`src/rtl/data_mem_responder_pkg.sv`:
```
// Shared definitions for the data/instruction memory responders: FSM states,
// word width and the address alignment/range check.
package data_mem_responder_pkg;

   localparam int WORD_W = 32;

   typedef enum logic [1:0] {
      IDLE = 2'd0,
      WAIT = 2'd1,
      RESP = 2'd2
   } state_t;

   // True when the byte address is misaligned or falls past the last stored word.
   function automatic logic dmem_addr_err(input logic [31:0] addr,
                                          input logic [31:0] depth_words);
      return (addr[1:0] != 2'b00) || ({2'b00, addr[31:2]} >= depth_words);
   endfunction

endpackage

```
`src/rtl/data_mem_responder_store_array.sv`:
```
// Word storage for the data memory responder: synchronous-reset register array
// with a byte-enabled write port and a combinational read port.
module dmem_store_array
   import data_mem_responder_pkg::*;
#(
   parameter int DEPTH = 64,
   parameter int AW    = 6
) (
   input  logic              clk,
   input  logic              reset,
   input  logic              we,
   input  logic [AW-1:0]     idx,
   input  logic [WORD_W-1:0] wdata,
   input  logic [3:0]        be,
   output logic [WORD_W-1:0] rdata
);

   logic [WORD_W-1:0] mem [DEPTH];

   always_ff @(posedge clk) begin
      if (reset) begin
         for (int i = 0; i < DEPTH; i++) begin
            mem[i] <= '0;
         end
      end else if (we) begin
         for (int b = 0; b < 4; b++) begin
            if (be[b]) begin
               mem[idx][8*b +: 8] <= wdata[8*b +: 8];
            end
         end
      end
   end

   assign rdata = mem[idx];

endmodule

```
`src/rtl/data_mem_responder.sv`:
```
// Handshaked data-memory target with programmable wait states.
// Optional byte-lane writes are enabled by defining DMEM_BYTE_LANE_EN.
module data_mem_responder
   import data_mem_responder_pkg::*;
#(
   parameter int DEPTH_WORDS = 64,
   parameter int WAIT_CYCLES = 2
) (
   input  logic              CLK,
   input  logic              RESET,
   input  logic              req_valid,
   output logic              req_ready,
   input  logic              req_we,
   input  logic [31:0]       req_addr,
   input  logic [WORD_W-1:0] req_wdata,
`ifdef DMEM_BYTE_LANE_EN
   input  logic [3:0]        req_be,
`endif
   output logic              resp_valid,
   input  logic              resp_ready,
   output logic [WORD_W-1:0] resp_rdata,
   output logic              resp_err
);

   // Handshakes: a transfer happens on a rising edge where valid && ready are
   // both high; the sender keeps valid and its payload stable until then.

   localparam int AW = (DEPTH_WORDS > 1) ? $clog2(DEPTH_WORDS) : 1;

   state_t            state, next_state;
   logic [3:0]        wait_cnt;
   logic              lat_we;
   logic [31:0]       lat_addr;
   logic [WORD_W-1:0] lat_wdata;
`ifdef DMEM_BYTE_LANE_EN
   logic [3:0]        lat_be;
`endif

   logic              accept;
   logic              enter_resp;
   logic              txn_we;
   logic [31:0]       txn_addr;
   logic [WORD_W-1:0] txn_wdata;
   logic [3:0]        txn_be;
   logic              txn_err;
   logic [AW-1:0]     txn_idx;
   logic              store_we;
   logic [WORD_W-1:0] store_rdata;

   // With zero wait states RESP is entered on the accepting edge, so the
   // commit must use the live request rather than the latched copy.
   always_comb begin
      txn_we    = lat_we;
      txn_addr  = lat_addr;
      txn_wdata = lat_wdata;
`ifdef DMEM_BYTE_LANE_EN
      txn_be    = lat_be;
`else
      txn_be    = 4'hF;
`endif
      if (state == IDLE) begin
         txn_we    = req_we;
         txn_addr  = req_addr;
         txn_wdata = req_wdata;
`ifdef DMEM_BYTE_LANE_EN
         txn_be    = req_be;
`endif
      end
   end

   assign txn_err  = dmem_addr_err(txn_addr, 32'(DEPTH_WORDS));
   assign txn_idx  = txn_addr[AW+1:2];
   assign accept   = (state == IDLE) && req_valid;
   assign store_we = enter_resp && txn_we && !txn_err;

   always_comb begin
      next_state = state;
      req_ready  = 1'b0;
      resp_valid = 1'b0;
      case (state)
         IDLE: begin
            req_ready = 1'b1;
            if (req_valid) begin
               next_state = (WAIT_CYCLES > 0) ? WAIT : RESP;
            end
         end
         WAIT: begin
            if (wait_cnt == 4'd0) begin
               next_state = RESP;
            end
         end
         RESP: begin
            resp_valid = 1'b1;
            if (resp_ready) begin
               next_state = IDLE;
            end
         end
         default: next_state = IDLE;
      endcase
   end

   assign enter_resp = (next_state == RESP) && (state != RESP);

   always_ff @(posedge CLK) begin
      if (RESET) begin
         state      <= IDLE;
         wait_cnt   <= 4'd0;
         lat_we     <= 1'b0;
         lat_addr   <= '0;
         lat_wdata  <= '0;
`ifdef DMEM_BYTE_LANE_EN
         lat_be     <= 4'h0;
`endif
         resp_rdata <= '0;
         resp_err   <= 1'b0;
      end else begin
         state <= next_state;
         if (accept) begin
            lat_we    <= req_we;
            lat_addr  <= req_addr;
            lat_wdata <= req_wdata;
`ifdef DMEM_BYTE_LANE_EN
            lat_be    <= req_be;
`endif
            if (WAIT_CYCLES > 0) begin
               wait_cnt <= 4'(WAIT_CYCLES - 1);
            end
         end else if ((state == WAIT) && (wait_cnt != 4'd0)) begin
            wait_cnt <= wait_cnt - 4'd1;
         end
         if (enter_resp) begin
            resp_rdata <= (txn_we || txn_err) ? '0 : store_rdata;
            resp_err   <= txn_err;
         end else if (resp_valid && resp_ready) begin
            resp_rdata <= '0;
            resp_err   <= 1'b0;
         end
      end
   end

   dmem_store_array #(
      .DEPTH (DEPTH_WORDS),
      .AW    (AW)
   ) u_store (
      .clk   (CLK),
      .reset (RESET),
      .we    (store_we),
      .idx   (txn_idx),
      .wdata (txn_wdata),
      .be    (txn_be),
      .rdata (store_rdata)
   );

endmodule

```
`config.mk`:
```
export PLATFORM = sky130hd
export DESIGN_NAME = data_mem_responder
export DESIGN_NICKNAME = d
export VERILOG_FILES = /design/src/rtl/data_mem_responder_pkg.sv /design/src/rtl/data_mem_responder_store_array.sv /design/src/rtl/data_mem_responder.sv
export SDC_FILE = /design/constraint.sdc
export NUM_CORES = 2
export LEC_CHECK = 0
export BUFFER_PORTS_ARGS = -buffer_cell sky130_fd_sc_hd__buf_2
export CAP_MARGIN = 10
export CELL_PAD_IN_SITES_DETAIL_PLACEMENT = 0
export CELL_PAD_IN_SITES_GLOBAL_PLACEMENT = 1
export CORE_ASPECT_RATIO = 0.9
export CORE_MARGIN = 2
export CORE_UTILIZATION = 40
export DETAILED_ROUTE_END_ITERATION = 12
export PLACE_DENSITY = 0.75
export RECOVER_POWER = 25
export SLEW_MARGIN = 20
export SYNTH_ARGS = -nofsm -noshare
export SYNTH_HDL_FRONTEND = slang
export SYNTH_SLANG_ARGS = --single-unit
```
`constraint.sdc`:
```
create_clock -name CLK -period 6.9 [get_ports CLK]
set_input_delay 0.345 -clock CLK [delete_from_list [all_inputs] [get_ports CLK]]
set_output_delay 0.345 -clock CLK [all_outputs]
set_load 0.02 [all_outputs]
```
---- Word level (Yosys, flattened, before mapping) ----
Memory sizes are Yosys's and may differ from the RTL's.
Index checks and enable logic that the tools add are counted.
cells by class
  equality and inequality tests ........... 4
  $lt $le $gt $ge ......................... 1
  multiplexer cells ....................... 24
  reduce and logical (&&, ||, !) cells .... 17
  $add $sub $neg .......................... 1
operator list
  cell                                                  number
  2-to-1 mux 32 bit                                     6
  OR reduction 32 bit                                   1
  >= comparator 30 x 7 -> 1 bit, second input constant  1
  2-to-1 mux 1 bit                                      13
  logical AND 1 bit                                     6
  2-to-1 mux 2 bit                                      3
  2-to-1 mux 6 bit                                      1
  case mux 2 bit (3 select lines)                       1
  nonzero test 2 bit                                    3
  equality test 2 bit, second input constant            2
  zero test 4 bit                                       1
  nonzero test 4 bit                                    1
  subtractor 4 x 1 -> 4 bit, second input constant      1
  equality test 2 x 1 -> 1 bit, second input constant   1
  zero test 2 bit                                       1
  logical OR 1 bit                                      2
  inequality test 2 bit, second input constant          1
  OR reduction 2 bit                                    1
  zero test 1 bit                                       1
storage, ports and cells
  memories kept ........................... 1
  RAM bits ................................ 2048
  bits of input ports ..................... 69
  flip-flop bits (word level) ............. 104
  output and inout bits ................... 35
memories
  memory       depth  bits a word  rd ports  clocked after Yosys merged registers in  wr ports  line                                  text
  u_store.mem  64     32           1         0                                        64        data_mem_responder_store_array.sv:18  logic [WORD_W-1:0] mem [DEPTH];

---- Longest topological paths before layout ----
  word-level depth ........................ 12
  depth in mapped cells ................... 14
  depth with buffers taken out ............ 9

---- By module ----
Synthesis repeated with hierarchy kept, for this count alone.
second synthesis, totals
  cells, all modules ...................... 7703
  area total of the unflattened synthesis .. 98275.5 µm²
by module, submodules not included
  module              seq. area each (µm²)  area an instance (µm²)  instances  cells an instance
  dmem_store_array    61499.0               93830.0                 1          7174
  data_mem_responder  2082.0                4445.5                  1          529

---- Worst setup path after synthesis ----
No wires, ideal clock.
  path type ............................... register to register
  start ................................... register state[0]
  end ..................................... memory u_store.mem[20][0] (enable)
  data required time ...................... 6506 ps
  path slack .............................. 3703 ps
  clock period less this slack ............ 3197 ps
  cell stages (with the launch flop) ...... 11
  arrival ................................. 2803 ps
  library setup time ...................... 394 ps
  path buffers ............................ 4
  path through ............................ dfxtp_1 -> or2_1 -> buf_6 -> inv_4 -> buf_6 -> mux2i_1 -> clkbuf_1 -> and2_1 -> clkbuf_1 -> nand2_1 -> nand2b_1
RTL lines
  element                 line                                  text
  start, declared         data_mem_responder.sv:30              state_t state, next_state;
  start signal, assigned  data_mem_responder.sv:117             state <= next_state;
  end, declared           data_mem_responder_store_array.sv:18

==> results.ini <==
[run_status]
status=complete, but fails checks
violations=capacitance limit, slew limit

[worst_setup_path]
cp-start-kind=flop
rr_worst_depth=6
crit_path_start=state[0]$_SDFF_PP0_
path_class=flop to flop
reg2reg_to=u_store.mem[17][5]$_SDFFCE_PN0P_
end_kind=flop
worstPathMaxFanout=34
cp.arrival_ps=6670
worstReg2RegStart=state[0]$_SDFF_PP0_
worstPathRequired_ps=7480
endpoint=u_store.mem[17][5]$_SDFFCE_PN0P_
r2r_slack_ps=810

[drt]
antenna_left=0
drt-wirelength-per-cell_um=32.8
dr.pass1.iters=7
drtIter0Drc=11300
vias_per_cell=6.22
wl_um=359000
vias=68100
drc=0

[synth]
synth-edff-count=2048
synthFlopType=edfxtp_1
syn_inst=7827
syn_nets=7897
synth_fa_ha_area_frac=0.000139
synth_mux_area_frac=0.0172
synth_compound_area_frac=0.0806
synth_xor_area_frac=0.000194
yosys_warnings=0
syn_area_per_cell_um2=11.5
synth.ff_latch_count=2152
synthArstFlopShare=0
netlist_area_um2=90300
yosysSeqAreaShare=0.704
yosysUniqueCellTypes=73
yosys.area_share.simple=0.165
synth_top_family_by_area=simple AND/OR/NAND/NOR gates

[timing]
setup_tns_ps=0
finalWorstPathRequiredPeriod_ps=6090
final.setup_skew_ps=59.3
rsz0062_at_grt=no
finalSetupViolCount=0
fmax_mhz=164
period_share=0.883
slew_headroom=-1.10
hold_viol_final=0
slew_violations=578
worst_slew_pin_slew_ps=3160
holdWs_ps=252

[floorplanning]
initial_core_util=0.402
die_x_um=505
placementRows=165
core_area_um2=225000
dieArea_um2=230000
ios=104
die_y_um=455

[power]
sw_frac_of_total=0.282
combPwrFrac=0.131
p_int_uw=21800
seq_power_share=0.489
power_frac_clock=0.380
switchingPower_uw=8570
leakagePower_uw=0.0352
peakVddDrop_uv=271
power_per_cell_area_nw_per_um2=298

[job]
drv_cap=21

[layout]
nFillCells=20500
fin_nets=7822
syn_to_final_growth_pct=12.9
utilization=0.454
layout_commonest_cell=nor2_1
drive_gt1_frac=0.0958
layout.cells.most_common_list=nor2_1 (2,268), edfxtp_1 (2,048), nand2_1 (847), o22ai_1 (435), a21oi_1 (283)

[cts]
cts_max_level=4
clock-sinks=2152
clockBufferDepth=3
clock_latency_ps=910
ctsHoldBuffers=67
cts_tree=done
clkTransAtPathRegs_ps=60
cts_made_buffers=217
post_cts_buffers=0
clockRootBuffer=clkbuf_16
cts_resized=0

[hold_path]
hp-class=input pin to flop

[global_routing]
grt_antenna_before_repair=19
grt_pass1_wl_um=494000
track_usage=0.304
grt_max_degree=88
gr-total-overflow=0
first_global_vias=63000

[placed_design]
globalplace.congestion=1.03
port_buffers=103
place.detailed.hpwl_um=219000

[cell usage after synthesis (9+ instances only)]
cell / count / area [um^2]
a22o_1: 19 / 166
o21ai_0: 38 / 190
buf_2: 139 / 696
o22ai_1: 435 / 2720
o221ai_1: 37 / 324
a32o_1: 35 / 350
a221oi_1: 13 / 114
dfxtp_1: 104 / 2080
a31oi_1: 94 / 588
clkbuf_1: 531 / 1990
mux2i_1: 153 / 1530
buf_4: 9 / 67.6
o22a_1: 9 / 78.8
o21ai_1: 10 / 50.1
o31ai_1: 14 / 105
or4_1: 10 / 75.1
nor4_1: 99 / 619
buf_1: 44 / 165
nor2_1: 2267 / 8510
a32oi_1: 49 / 429
nand2_1: 851 / 3190
nor3_1: 86 / 430
a21oi_1: 285 / 1430
and3_1: 10 / 62.6
nand2b_1: 73 / 457
nand3_1: 209 / 1050
edfxtp_1: 2048 / 61500
[sequential cells by signal, summed over array words and instances, names as in the netlist]
register,flops
u_store.mem,2048
lat_addr,32
lat_wdata,32
resp_rdata,32
wait_cnt,4
state,2
lat_we,1
resp_err,1
[power groups by stage]
stage / Sequential (uW) / Combinational (uW) / Clock [uW]
after floorplan: 15100 / 1850 / 0
after global placement: 15100 / 3790 / 0
after detailed placement: 15100 / 3820 / 0
after CTS: 14900 / 3860 / 11600
after global routing: 14900 / 3990 / 12100
final: 14900 / 3990 / 11500
[worst min-delay path by stage]
stage                                          from                          to  slack, ps  cells past startpoint
after global routing                   req_addr[11]   lat_addr[11]$_SDFFE_PP0P_        250                      4
after detailed placement   lat_addr[0]$_SDFFE_PP0P_    lat_addr[0]$_SDFFE_PP0P_        450                      2
after CTS                                 req_valid  lat_wdata[28]$_SDFFE_PP0P_        100                      4
after floorplan           lat_wdata[0]$_SDFFE_PP0P_   lat_wdata[0]$_SDFFE_PP0P_        440                      2
final                                 req_wdata[18]  lat_wdata[18]$_SDFFE_PP0P_        250                      4
after global placement    lat_addr[13]$_SDFFE_PP0P_   lat_addr[13]$_SDFFE_PP0P_        440                      2
[through the flow]
stage / power, uW / instance area, um^2 / setup slack (ps) / cells
floorplan: 16900 / 90300 / 3700 / 7827
global placement: 18900 / 94600 / 1570 / 10500
detailed placement: 18900 / 94700 / 1500 / 10500
CTS: 30300 / 102000 / 1470 / 10900
global route: 30900 / 102000 / 762 / 10900
finish: 30400 / 102000 / 807 / 10900
[cells by family (layout without fill, tap and decap cells)]
logic type / Yosys count / after routing
flops: 2152 / 2152
compound gates: 1119 / 1119
xor+xnor: 2 / 2
mux: 155 / 155
other cells: 0 / 11
fa+ha+maj: 1 / 1
simple gates: 3665 / 3665
buf+inv: 733 / 838
[final cells by class]
type / count / area (um^2) / area share
clock inverter: 97 / 931 / 0.00913
timing repair buffer: 432 / 3320 / 0.0326
inverter: 7 / 28.8 / 0.000282
tap: 3006 / 3760 / 0.0369
antenna: 11 / 27.5 / 0.000270
sequential: 2152 / 63600 / 0.624
multi-input combinational: 4942 / 24300 / 0.239
clock buffer: 302 / 5940 / 0.0583
[layer usage]
| metal | track usage | routed length, um | vias to the layer above |
|---|---|---|---|
| met2 | 0.448 | 154000 | 5395 |
| met5 | 0 | 162 | - |
| met1 | 0.393 | 127000 | 33700 |
| met3 | 0.0927 | 51000 | 1064 |
| li1 | - | - | 27900 |
| met4 | 0.192 | 27100 | 24 |
[critical path: stages (launching register included)]
cell      delay [ps]
dfxtp_1          640
or2_0            860
inv_4            450
clkbuf_2         840
mux2i_1         1520
clkbuf_2        1250
nor2_1           120
(Power assumes the default switching activity.)
